## src/rtl/frame_reader.sv

```systemverilog
// Frame reader: pulls a header plus N data words from a readout FIFO, forwards
// them over a valid/ready stream and appends a 16-bit XOR checksum.
module frame_reader #(
  parameter int TIMEOUT = 1024
) (
  input  logic        CLK,
  input  logic        RST,
  input  logic        FIFO_EMPTY,
  input  logic [15:0] FIFO_Q,
  output logic        FIFO_RDEN,
  output logic [15:0] TX_DATA,
  output logic        TX_VALID,
  input  logic        TX_READY,
  output logic        BUSY,
  output logic        FRAME_DONE,
  output logic        FRAME_ERR
);

  localparam int CW = ($clog2(TIMEOUT + 1) > 11) ? $clog2(TIMEOUT + 1) : 11;
  localparam logic [CW-1:0] TO_LIM = CW'(TIMEOUT);

  typedef enum logic [2:0] {
    IDLE, HDR_WAIT, SEND_HDR, DATA_RD, DATA_WAIT, SEND_DATA, SEND_CSUM
  } state_t;

  state_t        state;
  logic [7:0]    remaining;
  logic [15:0]   csum;
  logic [CW-1:0] empty_cnt;
  logic [CW-1:0] cnt_inc;
  logic          timeout_hit;
  logic          tx_acc;

  assign cnt_inc     = (&empty_cnt) ? empty_cnt : empty_cnt + CW'(1);
  assign timeout_hit = FIFO_EMPTY && (cnt_inc >= TO_LIM);
  assign tx_acc      = TX_VALID && TX_READY;
  assign BUSY        = (state != IDLE);

  // Read strobe is decoded from the state register so the FIFO word lands
  // exactly in HDR_WAIT / DATA_WAIT; gating on RST keeps it quiet in reset.
  assign FIFO_RDEN = !RST && !FIFO_EMPTY && ((state == IDLE) || (state == DATA_RD));

  always_ff @(posedge CLK) begin
    if (RST) begin
      state      <= IDLE;
      remaining  <= '0;
      csum       <= '0;
      empty_cnt  <= '0;
      TX_DATA    <= '0;
      TX_VALID   <= 1'b0;
      FRAME_DONE <= 1'b0;
      FRAME_ERR  <= 1'b0;
    end else begin
      FRAME_DONE <= 1'b0;
      FRAME_ERR  <= 1'b0;
      case (state)
        IDLE: begin
          empty_cnt <= '0;
          if (!FIFO_EMPTY) state <= HDR_WAIT;
        end
        HDR_WAIT: begin
          if (FIFO_Q[15:12] == 4'hA) begin
            remaining <= FIFO_Q[7:0];
            csum      <= FIFO_Q;
            TX_DATA   <= FIFO_Q;
            TX_VALID  <= 1'b1;
            state     <= SEND_HDR;
          end else begin
            FRAME_ERR <= 1'b1;
            state     <= IDLE;
          end
        end
        SEND_HDR: begin
          if (tx_acc) begin
            if (remaining != 8'd0) begin
              TX_VALID <= 1'b0;
              state    <= DATA_RD;
            end else begin
              // Empty frame: checksum is the header itself, keep VALID up.
              TX_DATA <= csum;
              state   <= SEND_CSUM;
            end
          end
        end
        DATA_RD: begin
          if (!FIFO_EMPTY) begin
            empty_cnt <= '0;
            state     <= DATA_WAIT;
          end else if (timeout_hit) begin
            empty_cnt <= '0;
            FRAME_ERR <= 1'b1;
            state     <= IDLE;
          end else begin
            empty_cnt <= cnt_inc;
          end
        end
        DATA_WAIT: begin
          TX_DATA  <= FIFO_Q;
          TX_VALID <= 1'b1;
          csum     <= csum ^ FIFO_Q;
          if (remaining != 8'd0) remaining <= remaining - 8'd1;
          state    <= SEND_DATA;
        end
        SEND_DATA: begin
          if (tx_acc) begin
            if (remaining != 8'd0) begin
              TX_VALID <= 1'b0;
              state    <= DATA_RD;
            end else begin
              TX_DATA <= csum;
              state   <= SEND_CSUM;
            end
          end
        end
        SEND_CSUM: begin
          if (tx_acc) begin
            TX_VALID   <= 1'b0;
            FRAME_DONE <= 1'b1;
            state      <= IDLE;
          end
        end
        default: begin
          TX_VALID <= 1'b0;
          state    <= IDLE;
        end
      endcase
    end
  end

endmodule

```

## config.mk

```make
export PLATFORM = sky130hd
export DESIGN_NAME = frame_reader
export DESIGN_NICKNAME = d
export VERILOG_FILES = /design/src/rtl/frame_reader.sv
export SDC_FILE = /design/constraint.sdc
export NUM_CORES = 1
export LEC_CHECK = 0
export CAP_MARGIN = 25
export CORE_MARGIN = 2
export CORE_UTILIZATION = 44
export CTS_CLUSTER_SIZE = 25
export DETAILED_ROUTE_END_ITERATION = 8
export DONT_BUFFER_PORTS = 1
export GPL_ROUTABILITY_DRIVEN = 1
export SETUP_SLACK_MARGIN = 0.05
export SYNTH_ARGS = -nofsm -noshare
export SYNTH_HDL_FRONTEND = slang
export SYNTH_SLANG_ARGS = --single-unit
```

## constraint.sdc

```tcl
create_clock -name CLK -period 1.8 [get_ports CLK]
set_input_delay 0.36 -clock CLK [delete_from_list [all_inputs] [get_ports CLK]]
set_output_delay 0.36 -clock CLK [all_outputs]
set_load 0.01 [all_outputs]
```

==> run_results.csv, run 1 <==
group,metric,value,unit
logic_synthesis,yosysWarnings,0,
clocking,cts_tree,"done",
cells_and_area,area_growth,19.5,%
logic_synthesis,syn_avg_cell_area,8.06,µm²
setup_path,crit-reg2reg-launch,"state[2]",
logic_synthesis,async_flop_share,0,%
setup_path,criticalPathCategory,"flip-flop to output pin",
clocking,holdBufCountCts,0,
detailed_routing,dr.pass1.iters,4,
logic_synthesis,ys_ff_latch,57,
detailed_routing,drt_drc_violations_left,0,
power_and_ir_drop,p_clk_share,28.8,%
setup_path,path_cells,"xor2_1, or2_4, nor3_2, buf_4",
cells_and_area,antenna_cells,0,
clocking,cts_buffers,9,
floorplanning,core-area,6310,µm²
clocking,clkTransAtPathRegs,70,ps
floorplanning,fp.dieH,84.7,µm
power_and_ir_drop,leakagePower,1.32,nW
detailed_routing,postRouteAntennaNets,0,
detailed_routing,finalWirelength,7280,µm
clocking,clockRootBuffer,"clkbuf_8",
setup_path,max_stage_delay,380,ps
hold_path,hold_start,"RST",
logic_synthesis,netlist_area,2870,µm²
sta,hold_viol_final,0,
setup_path,critical-path-top-delay-family,"flip-flops",
clocking,cts.path.max_buffers,2,
clocking,clock_sink_count,57,
setup_path,worst-path-max-fanout,6,
global_routing,grt_pass1_vias,2575,
sta,max_freq,0.573,GHz
placed_design,port_buffers,0,
sta,slew_headroom,71.6,%
logic_synthesis,syn_inst,356,
cells_and_area,layout-drive-gt1-share,20.8,%
placed_design,gp_routability_congestion,0.819,
power_and_ir_drop,p_seq_share,39.1,%
sta,setup_viol,0,
hold_path,hp-class,"input pin to flip-flop",
floorplanning,placementRows,29,
logic_synthesis,synth_edf_count,0,
power_and_ir_drop,design_power_total,3.79,mW
sta,skew,9.32,ps
floorplanning,die_w,84.7,µm
placed_design,place_hpwl,4900,µm
status,status,"complete, no violations",
logic_synthesis,ys_dominant_reg_cell,"dfxtp_1",
global_routing,grtUsageTotal,20.9,%
floorplanning,start_util,45.4,%
setup_path,r2r_slack,100,ps
logic_synthesis,syn_nets,379,
sta,tightest_slew,424,ps
power_and_ir_drop,power.internal,2.48,mW
setup_path,crit_slowest_cell,"dfxtp_4",
power_and_ir_drop,vdd_drop_max,0.000865,V
detailed_routing,drtIter0Drc,97,
logic_synthesis,synth_seq_area_share,39.8,%
power_and_ir_drop,power.switching,1.31,mW
detailed_routing,via_count,2664,
setup_path,crit_path_end_kind,"output pin",
cells_and_area,utilization,54.3,%
global_routing,grt_pass1_wl,12100,µm
cells_and_area,fin_nets,403,
clocking,worstSkewPairLatency,340,ps
setup_path,startpoint_type,"flip-flop",
clocking,cts_max_level,3,
detailed_routing,vias_per_cell,5.77,
logic_synthesis,ys_types,49,
floorplanning,die_area,7180,µm²
sta,slew_viol_final,0,
setup_path,crit_buf_inv,1,
floorplanning,io_pins,41,
power_and_ir_drop,comb_power_share,32.1,%
global_routing,antenna_found_initial,0,
sta,rsz0062_at_grt,"true",
detailed_routing,drt-wirelength-per-cell,15.8,µm
setup_path,critPathRequiredTime,1440,ps
global_routing,grt_overflow,0,
setup_path,critPathLaunch,"state[0]",
job,drv_cap,0,
power_and_ir_drop,p_per_area,1110,nW/µm²
power_and_ir_drop,swShare,34.5,%
sta,finalCritPeriodShare,96.9,%
setup_path,arrival,1380,ps
sta,fin_crit,1740,ps
global_routing,grt_max_degree,51,
worst reg2reg max path: cells and delay by family (launching register included):
kind / cells / cell delay [ps]
and+or+nand+nor: 3 / 1110
DFF: 1 / 360
AOI/OAI and AO/OA: 1 / 150
flip-flops by register name, summed over array words and instances, names as in the netlist:
register    flops
state           3
csum           16
TX_DATA        16
TX_VALID        1
remaining       8
FRAME_DONE      1
empty_cnt      11
FRAME_ERR       1
path summary, 6_finish.rpt:
check	endpoint	cells past startpoint
max	FIFO_RDEN	4
min	state[1]	1
max reg2reg	empty_cnt[6]	4
min reg2reg	csum[15]	1
area by class of cell:
cell class                 instances  area, µm²
inverter                           7       26.3
multi-input combinational        269       1690
clock inverter                     6       42.5
clock buffer                      10        138
sequential                        57       1150
tap                               77       96.3
fill                             603       2890
timing repair buffer              36        287
layout by cell type, fill, tap and decap left out, types with 2 or more instances in the layout:
cell | synthesis | layout
dfxtp_1 | 57 | 55
nor2_1 | 50 | 49
buf_4 | 2 | 34
o21ai_0 | 35 | 33
nand2_1 | 30 | 29
a21oi_1 | 28 | 27
nand3_1 | 17 | 17
mux2i_1 | 17 | 17
a211oi_1 | 17 | 17
a22oi_1 | 13 | 13
clkbuf_8 | 0 | 10
inv_1 | 6 | 6
xor2_1 | 4 | 4
nor3_2 | 0 | 4
a311oi_1 | 4 | 4
and3_1 | 4 | 3
nor3_1 | 7 | 3
ha_1 | 3 | 3
or3_4 | 0 | 2
nor4b_2 | 0 | 2
xnor2_1 | 2 | 2
o21ai_1 | 1 | 2
nand2b_1 | 3 | 2
or3_1 | 4 | 2
o211ai_1 | 2 | 2
and2_1 | 2 | 2
nor4_1 | 2 | 2
clkinv_2 | 0 | 2
clkinvlp_4 | 0 | 2
dfxtp_4 | 0 | 2
routing by layer:
metal,vias up,GRT usage [%],share of wire [%]
met2,58,31.4,46
met4,0,8.66,0.58
met1,1250,27.1,48
met5,-,0,0
li1,1351,-,-
met3,5,7.67,5.2
synthesized netlist by cell type, types with 6 or more instances:
| library cell | count | share of area [%] |
|---|---|---|
| nor3_1 | 7 | 1.2 |
| o21ai_0 | 35 | 6.1 |
| mux2i_1 | 17 | 5.9 |
| a21oi_1 | 28 | 4.9 |
| a211oi_1 | 17 | 4.5 |
| a22oi_1 | 13 | 3.4 |
| clkbuf_1 | 13 | 1.7 |
| nand3_1 | 17 | 3.0 |
| inv_1 | 6 | 0.79 |
| buf_2 | 6 | 1.0 |
| nor2_1 | 50 | 6.5 |
| dfxtp_1 | 57 | 40 |
| nand2_1 | 30 | 3.9 |
power groups by stage:
stage	registers [mW]	clock network [mW]	logic, mW
floorplan	1.47	0	0.788
global placement	1.50	0	1.03
detailed placement	1.50	0	1.04
CTS	1.47	1.12	1.14
global route	1.49	1.18	1.34
finish	1.48	1.09	1.22
logic make-up (layout without fill, tap and decap cells):
group           Yosys count  in the layout  synth area share (%)
compound gates          113            113                  24.7
buf+inv                  30             59                  4.97
simple gates            130            130                  21.4
xor+xnor                  6              6                  1.83
mux                      17             17                  5.93
fa+ha+maj                 3              3                  1.31
flops                    57             57                  39.8
through the flow:
step / setup TNS, ps / cells / hold WS [ps] / worst slack (ps) / cell area [µm²]
floorplan: 0 / 356 / 445 / 59.4 / 2870
global placement: 0 / 441 / 435 / 28.2 / 3100
detailed placement: -11.8 / 441 / 437 / -11.8 / 3100
CTS: 0 / 461 / 59.7 / 55.2 / 3330
global route: 0 / 462 / 54.1 / 6.08 / 3430
finish: 0 / 462 / 82.9 / 55.3 / 3430
timing repair:
| item | 4_1_cts | 5_1_grt |
|---|---|---|
| pin swaps | 1 | 1 |
| buffers inserted | 4 | 1 |
| setup endpoints to repair | 27 | 41 |
| resized for setup | 7 | 22 |
(Power assumes the default switching activity.)
==> run 2: changes to the inputs <==
CORE_UTILIZATION = 29   (was 44)
==> run 2 against run 1 <==
  * Fmax down 2.9%
  * Final cell count up 13%
  * Clock power is 10% higher
  * Sequential share of layout area down 0.87 points
  * First-iteration DRC count is 59% higher
  * Final area up 2.4%
  * Sequential power is essentially flat
  * Core utilization shrank 18 points
  * Flip-flop and latch count stayed put
  * Register-to-register slack worse by 60 ps
  * Critical path depth is 1 higher
  * Critical path type unchanged
==> run_results.csv, run 2 (same netlist as run 1, synthesis figures left out) <==
group,metric,value,unit
clocking,cts_buffers,9,
setup_path,critical-path-top-delay-family,"simple AND/OR/NAND/NOR gates",
placed_design,port_buffers,0,
setup_path,crit-reg2reg-launch,"state[2]",
setup_path,path_cells,"buf_6, xor2_2, or2_4, nor3_2, buf_4",
cells_and_area,area_growth,22.4,%
global_routing,grt_pass1_wl,11600,µm
sta,hold_slack,87.4,ps
setup_path,arrival,1440,ps
setup_path,r2r-end,"empty_cnt[6]",
global_routing,antenna_found_initial,0,
sta,slew_headroom,72.3,%
clocking,clockRootBuffer,"clkbuf_8",
status,status,"complete, no violations",
clocking,cts.path.max_buffers,2,
job,drv_cap,0,
floorplanning,placementRows,36,
global_routing,grtUsageTotal,14.2,%
clocking,holdBufCountCts,0,
setup_path,crit_buf_inv,2,
setup_path,reg2reg_depth,4,
clocking,clkTransAtPathRegs,60,ps
hold_path,hold_start,"RST",
sta,skew,13.1,ps
hold_path,hp-class,"input pin to flip-flop",
clocking,worstSkewPairLatency,350,ps
cells_and_area,reg.largest.list,"TX_DATA (16), csum (16), empty_cnt (11)",
detailed_routing,drt_drc_violations_left,0,
setup_path,critPathRequiredTime,1440,ps
placed_design,postPlaceCellArea,3190,µm²
sta,max_freq,0.557,GHz
cells_and_area,final_cell_mix,"dfxtp_1, nor2_1, buf_4",
setup_path,startpoint_type,"flip-flop",
floorplanning,core-area,9680,µm²
power_and_ir_drop,leakagePower,1.34,nW
clocking,cts_tree,"done",
floorplanning,die_w,103,µm
sta,tightest_slew,413,ps
sta,finalCritPeriodShare,99.8,%
cells_and_area,nFillCells,996,
hold_path,hold_end,"empty_cnt[6]",
detailed_routing,drtIter0Drc,154,
floorplanning,start_util,29.6,%
sta,setup_viol,0,
detailed_routing,drt-wirelength-per-cell,14.0,µm
cells_and_area,layout-drive-gt1-share,19.6,%
global_routing,grt_pass1_vias,2429,
cells_and_area,design_area,3510,µm²
hold_path,whs_path_depth,1,
power_and_ir_drop,vdd_drop_max,0.000300,V
sta,hold_viol_final,0,
setup_path,r2r_slack,40,ps
setup_path,worst-path-max-fanout,7,
sta,tns,0,ps
cells_and_area,antenna_cells,0,
cells_and_area,utilization,36.3,%
sta,slew_viol_final,0,
floorplanning,fp.dieH,103,µm
detailed_routing,dr.pass1.iters,5,
setup_path,crit_slowest_cell,"dfxtp_2",
placed_design,gp_routability_congestion,0.901,
setup_path,criticalPathCategory,"flip-flop to output pin",
detailed_routing,postRouteAntennaNets,0,
clocking,cts_max_level,3,
global_routing,grt_max_degree,51,
detailed_routing,vias_per_cell,5.18,
detailed_routing,via_count,2698,
clocking,clock_sink_count,57,
cells_and_area,fin_nets,406,
detailed_routing,finalWirelength,7280,µm
sta,fin_crit,1800,ps
cells_and_area,final_common_cell,"dfxtp_1",
setup_path,crit_path_end_kind,"output pin",
power_and_ir_drop,p_per_area,1120,nW/µm²
placed_design,place_hpwl,5150,µm
setup_path,max_stage_delay,320,ps
floorplanning,die_area,10700,µm²
global_routing,grt_overflow,0,
floorplanning,io_pins,41,
sta,rsz0062_at_grt,"true",
==> run 2: worst reg2reg max path, cell delays in order (launching register included) <==
cell and delay, ps:
dfxtp_2 350, nand2b_1 210, or4_4 500, or4_1 490
a21oi_1 150
==> run 2: layout make-up <==
cell class	count	area [µm²]	share of cell area (%)
multi-input cells	269	1650	47.0
well taps	133	166	4.74
repair buffers	39	325	9.27
clock inverters	5	55.1	1.57
clock buffers	11	141	4.03
inverters	7	26.3	0.748
flip-flops and latches	57	1150	32.6
==> run 2: how the worst max path moves through the flow <==
| stage | start | endpoint | slack, ps | cells past startpoint |
|---|---|---|---|---|
| 2_1_floorplan | state[1] | empty_cnt[6] | 60 | 6 |
| 3_3_place_gp | state[2] | remaining[3] | 50 | 7 |
| 3_5_place_dp | state[2] | csum[15] | 9 | 6 |
| 4_1_cts | state[1] | FIFO_RDEN | -9 | 5 |
| 5_1_grt | state[1] | FIFO_RDEN | -60 | 5 |
| 6_report | state[1] | FIFO_RDEN | 4 | 5 |
==> run 2: through the flow <==
step / worst slack [ps] / instances / total power [mW]
after global placement: 47.5 / 498 / 2.56
after global routing: -55.5 / 521 / 4.15
after CTS: -8.56 / 519 / 3.91
final: 3.57 / 521 / 3.93
after floorplan: 59.4 / 356 / 2.25
after detailed placement: 8.98 / 498 / 2.58
==> run 2: metal layers <==
metal | part of all wire (%) | vias up | global-route usage [%]
met5 | 0 | - | 0
met4 | 2.7 | 0 | 8.81
met3 | 4.1 | 12 | 2.76
met2 | 46 | 52 | 22.2
met1 | 48 | 1279 | 18.1
li1 | - | 1355 | -
==> run 2: report_power, final <==
| part | leakage, nW | internal (mW) | total [mW] | switching (mW) |
|---|---|---|---|---|
| Clock | 0.0953 | 0.671 | 1.20 | 0.530 |
| Combinational | 0.784 | 0.618 | 1.27 | 0.656 |
| Sequential | 0.462 | 1.36 | 1.46 | 0.0915 |
| Total | 1.34 | 2.65 | 3.93 | 1.28 |
==> run 2: what timing repair did <==
action                     4_1_cts  5_1_grt
buffers inserted                 5        2
setup endpoints to repair        8       41
pin swaps                        1        1
cloned                           0        0
gates resized for setup          7       11
==> run 3: changes to the inputs <==
CORE_UTILIZATION = 55   (was 29)
PLACE_DENSITY_LB_ADDON = 0.05   (was not set)
==> run 3 against run 2 <==
  * Wire length down 5.1%
  * Worst setup slack gained 67 ps
  * Final area shrank 2.8%
  * Critical path depth is 1 lower
  * Final cell count shrank 13%
  * Core utilization is 31 points higher
  * Sequential share of layout area grew 1.1 points
  * Clock skew shrank 3.1 ps
  * Highest routed layer unchanged
==> run_results.csv, run 3 (same netlist as run 1, synthesis figures left out) <==
group,metric,value,unit
clocking,clockRootBuffer,"clkbuf_8",
placed_design,gp_routability_congestion,0.886,
sta,fin_crit,1730,ps
detailed_routing,postRouteAntennaNets,0,
cells_and_area,layout-drive-gt1-share,19.0,%
sta,skew,9.95,ps
floorplanning,die_area,5810,µm²
global_routing,grt_max_degree,51,
sta,tightest_slew,448,ps
floorplanning,fp.dieH,76.2,µm
power_and_ir_drop,vdd_drop_max,0.000658,V
sta,tns,0,ps
job,drv_cap,0,
global_routing,grt_overflow,0,
floorplanning,io_pins,41,
clocking,cts_max_level,3,
cells_and_area,final_cell_mix,"dfxtp_1, nor2_1, o21ai_0",
floorplanning,start_util,56.5,%
power_and_ir_drop,p_per_area,1120,nW/µm²
sta,hold_viol_final,0,
detailed_routing,drtIter0Drc,115,
sta,max_freq,0.578,GHz
power_and_ir_drop,leakagePower,1.33,nW
setup_path,criticalPathCategory,"flip-flop to output pin",
sta,slew_headroom,70.1,%
cells_and_area,antenna_cells,0,
status,status,"complete, no violations",
global_routing,grt_pass1_wl,11600,µm
global_routing,grt_pass1_vias,2495,
floorplanning,placementRows,26,
hold_path,hp-class,"input pin to flip-flop",
placed_design,port_buffers,0,
detailed_routing,drt_drc_violations_left,0,
clocking,worstSkewPairLatency,330,ps
setup_path,critPathRequiredTime,1440,ps
detailed_routing,vias_per_cell,5.78,
global_routing,antenna_found_initial,0,
sta,finalCritPeriodShare,96.1,%
sta,rsz0062_at_grt,"true",
clocking,cts.path.max_buffers,2,
setup_path,arrival,1370,ps
clocking,clock_sink_count,57,
clocking,cts_buffers,9,
detailed_routing,dr.pass1.iters,4,
cells_and_area,area_growth,19.0,%
detailed_routing,drt-wirelength-per-cell,15.2,µm
floorplanning,core-area,5070,µm²
detailed_routing,via_count,2632,
setup_path,crit_path_end_kind,"output pin",
placed_design,place_hpwl,4860,µm
cells_and_area,fin_nets,403,
floorplanning,die_w,76.2,µm
setup_path,startpoint_type,"flip-flop",
cells_and_area,final_common_cell,"dfxtp_1",
clocking,clkTransAtPathRegs,70,ps
detailed_routing,finalWirelength,6910,µm
cells_and_area,reg.largest.list,"TX_DATA (16), csum (16), empty_cnt (11)",
sta,setup_viol,0,
global_routing,grtUsageTotal,24.5,%
clocking,cts_tree,"done",
power_and_ir_drop,design_power_total,3.81,mW
sta,slew_viol_final,0,
setup_path,worst-path-max-fanout,7,
[run 3: changes by cell type in the layout (fill, tap and decap cells not counted), moves of 2 or more]
cell | previous run | this run
buf_4 | 35 | 33
dfxtp_2 | 4 | 2
dfxtp_4 | 0 | 2
nor3_2 | 3 | 1
o21ai_1 | 2 | 0
or3_1 | 1 | 4
or3_4 | 3 | 0
[run 3: area by class of cell]
type                       instances  area (µm²)
clock inverter                     5        55.1
tap                               70        87.6
fill                             440        1660
timing repair buffer              36         299
clock buffer                      11         141
inverter                           7        26.3
sequential                        57        1150
multi-input combinational        269        1650
[run 3: metal layers]
metal	part of all wire, %	track usage, %	wire length (µm)	vias up
li1	-	-	-	1353
met1	46	32.2	3190	1214
met2	48	39.4	3310	54
met3	4.7	5.09	322	11
met4	1.4	10.2	94	0
met5	0	0	0	-
[run 3: critical path, stage by stage, from the launching register on]
cell and delay, ps:
dfxtp_4 370, xor2_1 170, or2_4 270, nor3_4 100, buf_4 140
[run 3: path summary, 6_finish.rpt]
check	end	slack [ps]	cells after the start	from
worst max-delay path	FIFO_RDEN	70	4	state[0]
worst min-delay path	empty_cnt[8]	90	1	RST
worst max register to register	TX_DATA[6]	120	6	state[2]
worst min register to register	remaining[1]	470	2	remaining[1]
[run 3: through the flow]
| step | cell area, µm² | hold slack [ps] | setup slack (ps) | utilization (%) | std cells |
|---|---|---|---|---|---|
| after floorplan | 2870 | 445 | 59.4 | - | 356 |
| after global placement | 3140 | 435 | 32.3 | 61.8 | 438 |
| after detailed placement | 3140 | 437 | 6.55 | 61.8 | 438 |
| after CTS | 3350 | 83.2 | 50.3 | 66.1 | 454 |
| after global routing | 3410 | 85.6 | 27.6 | 67.2 | 455 |
| final | 3410 | 90.6 | 70.3 | 67.2 | 455 |
[run 3: repair_timing]
item | CTS | global route
buffers inserted | 0 | 1
hold buffers | 0 | 0
resized for setup | 7 | 13
pin swaps | 0 | 2
endpoints found under the setup margin | 8 | 34
[run 3: report_power, final]
part / internal, mW / total, mW / switching (mW)
Clock: 0.672 / 1.19 / 0.521
Sequential: 1.37 / 1.48 / 0.112
Combinational: 0.539 / 1.14 / 0.600
Total: 2.58 / 3.81 / 1.23
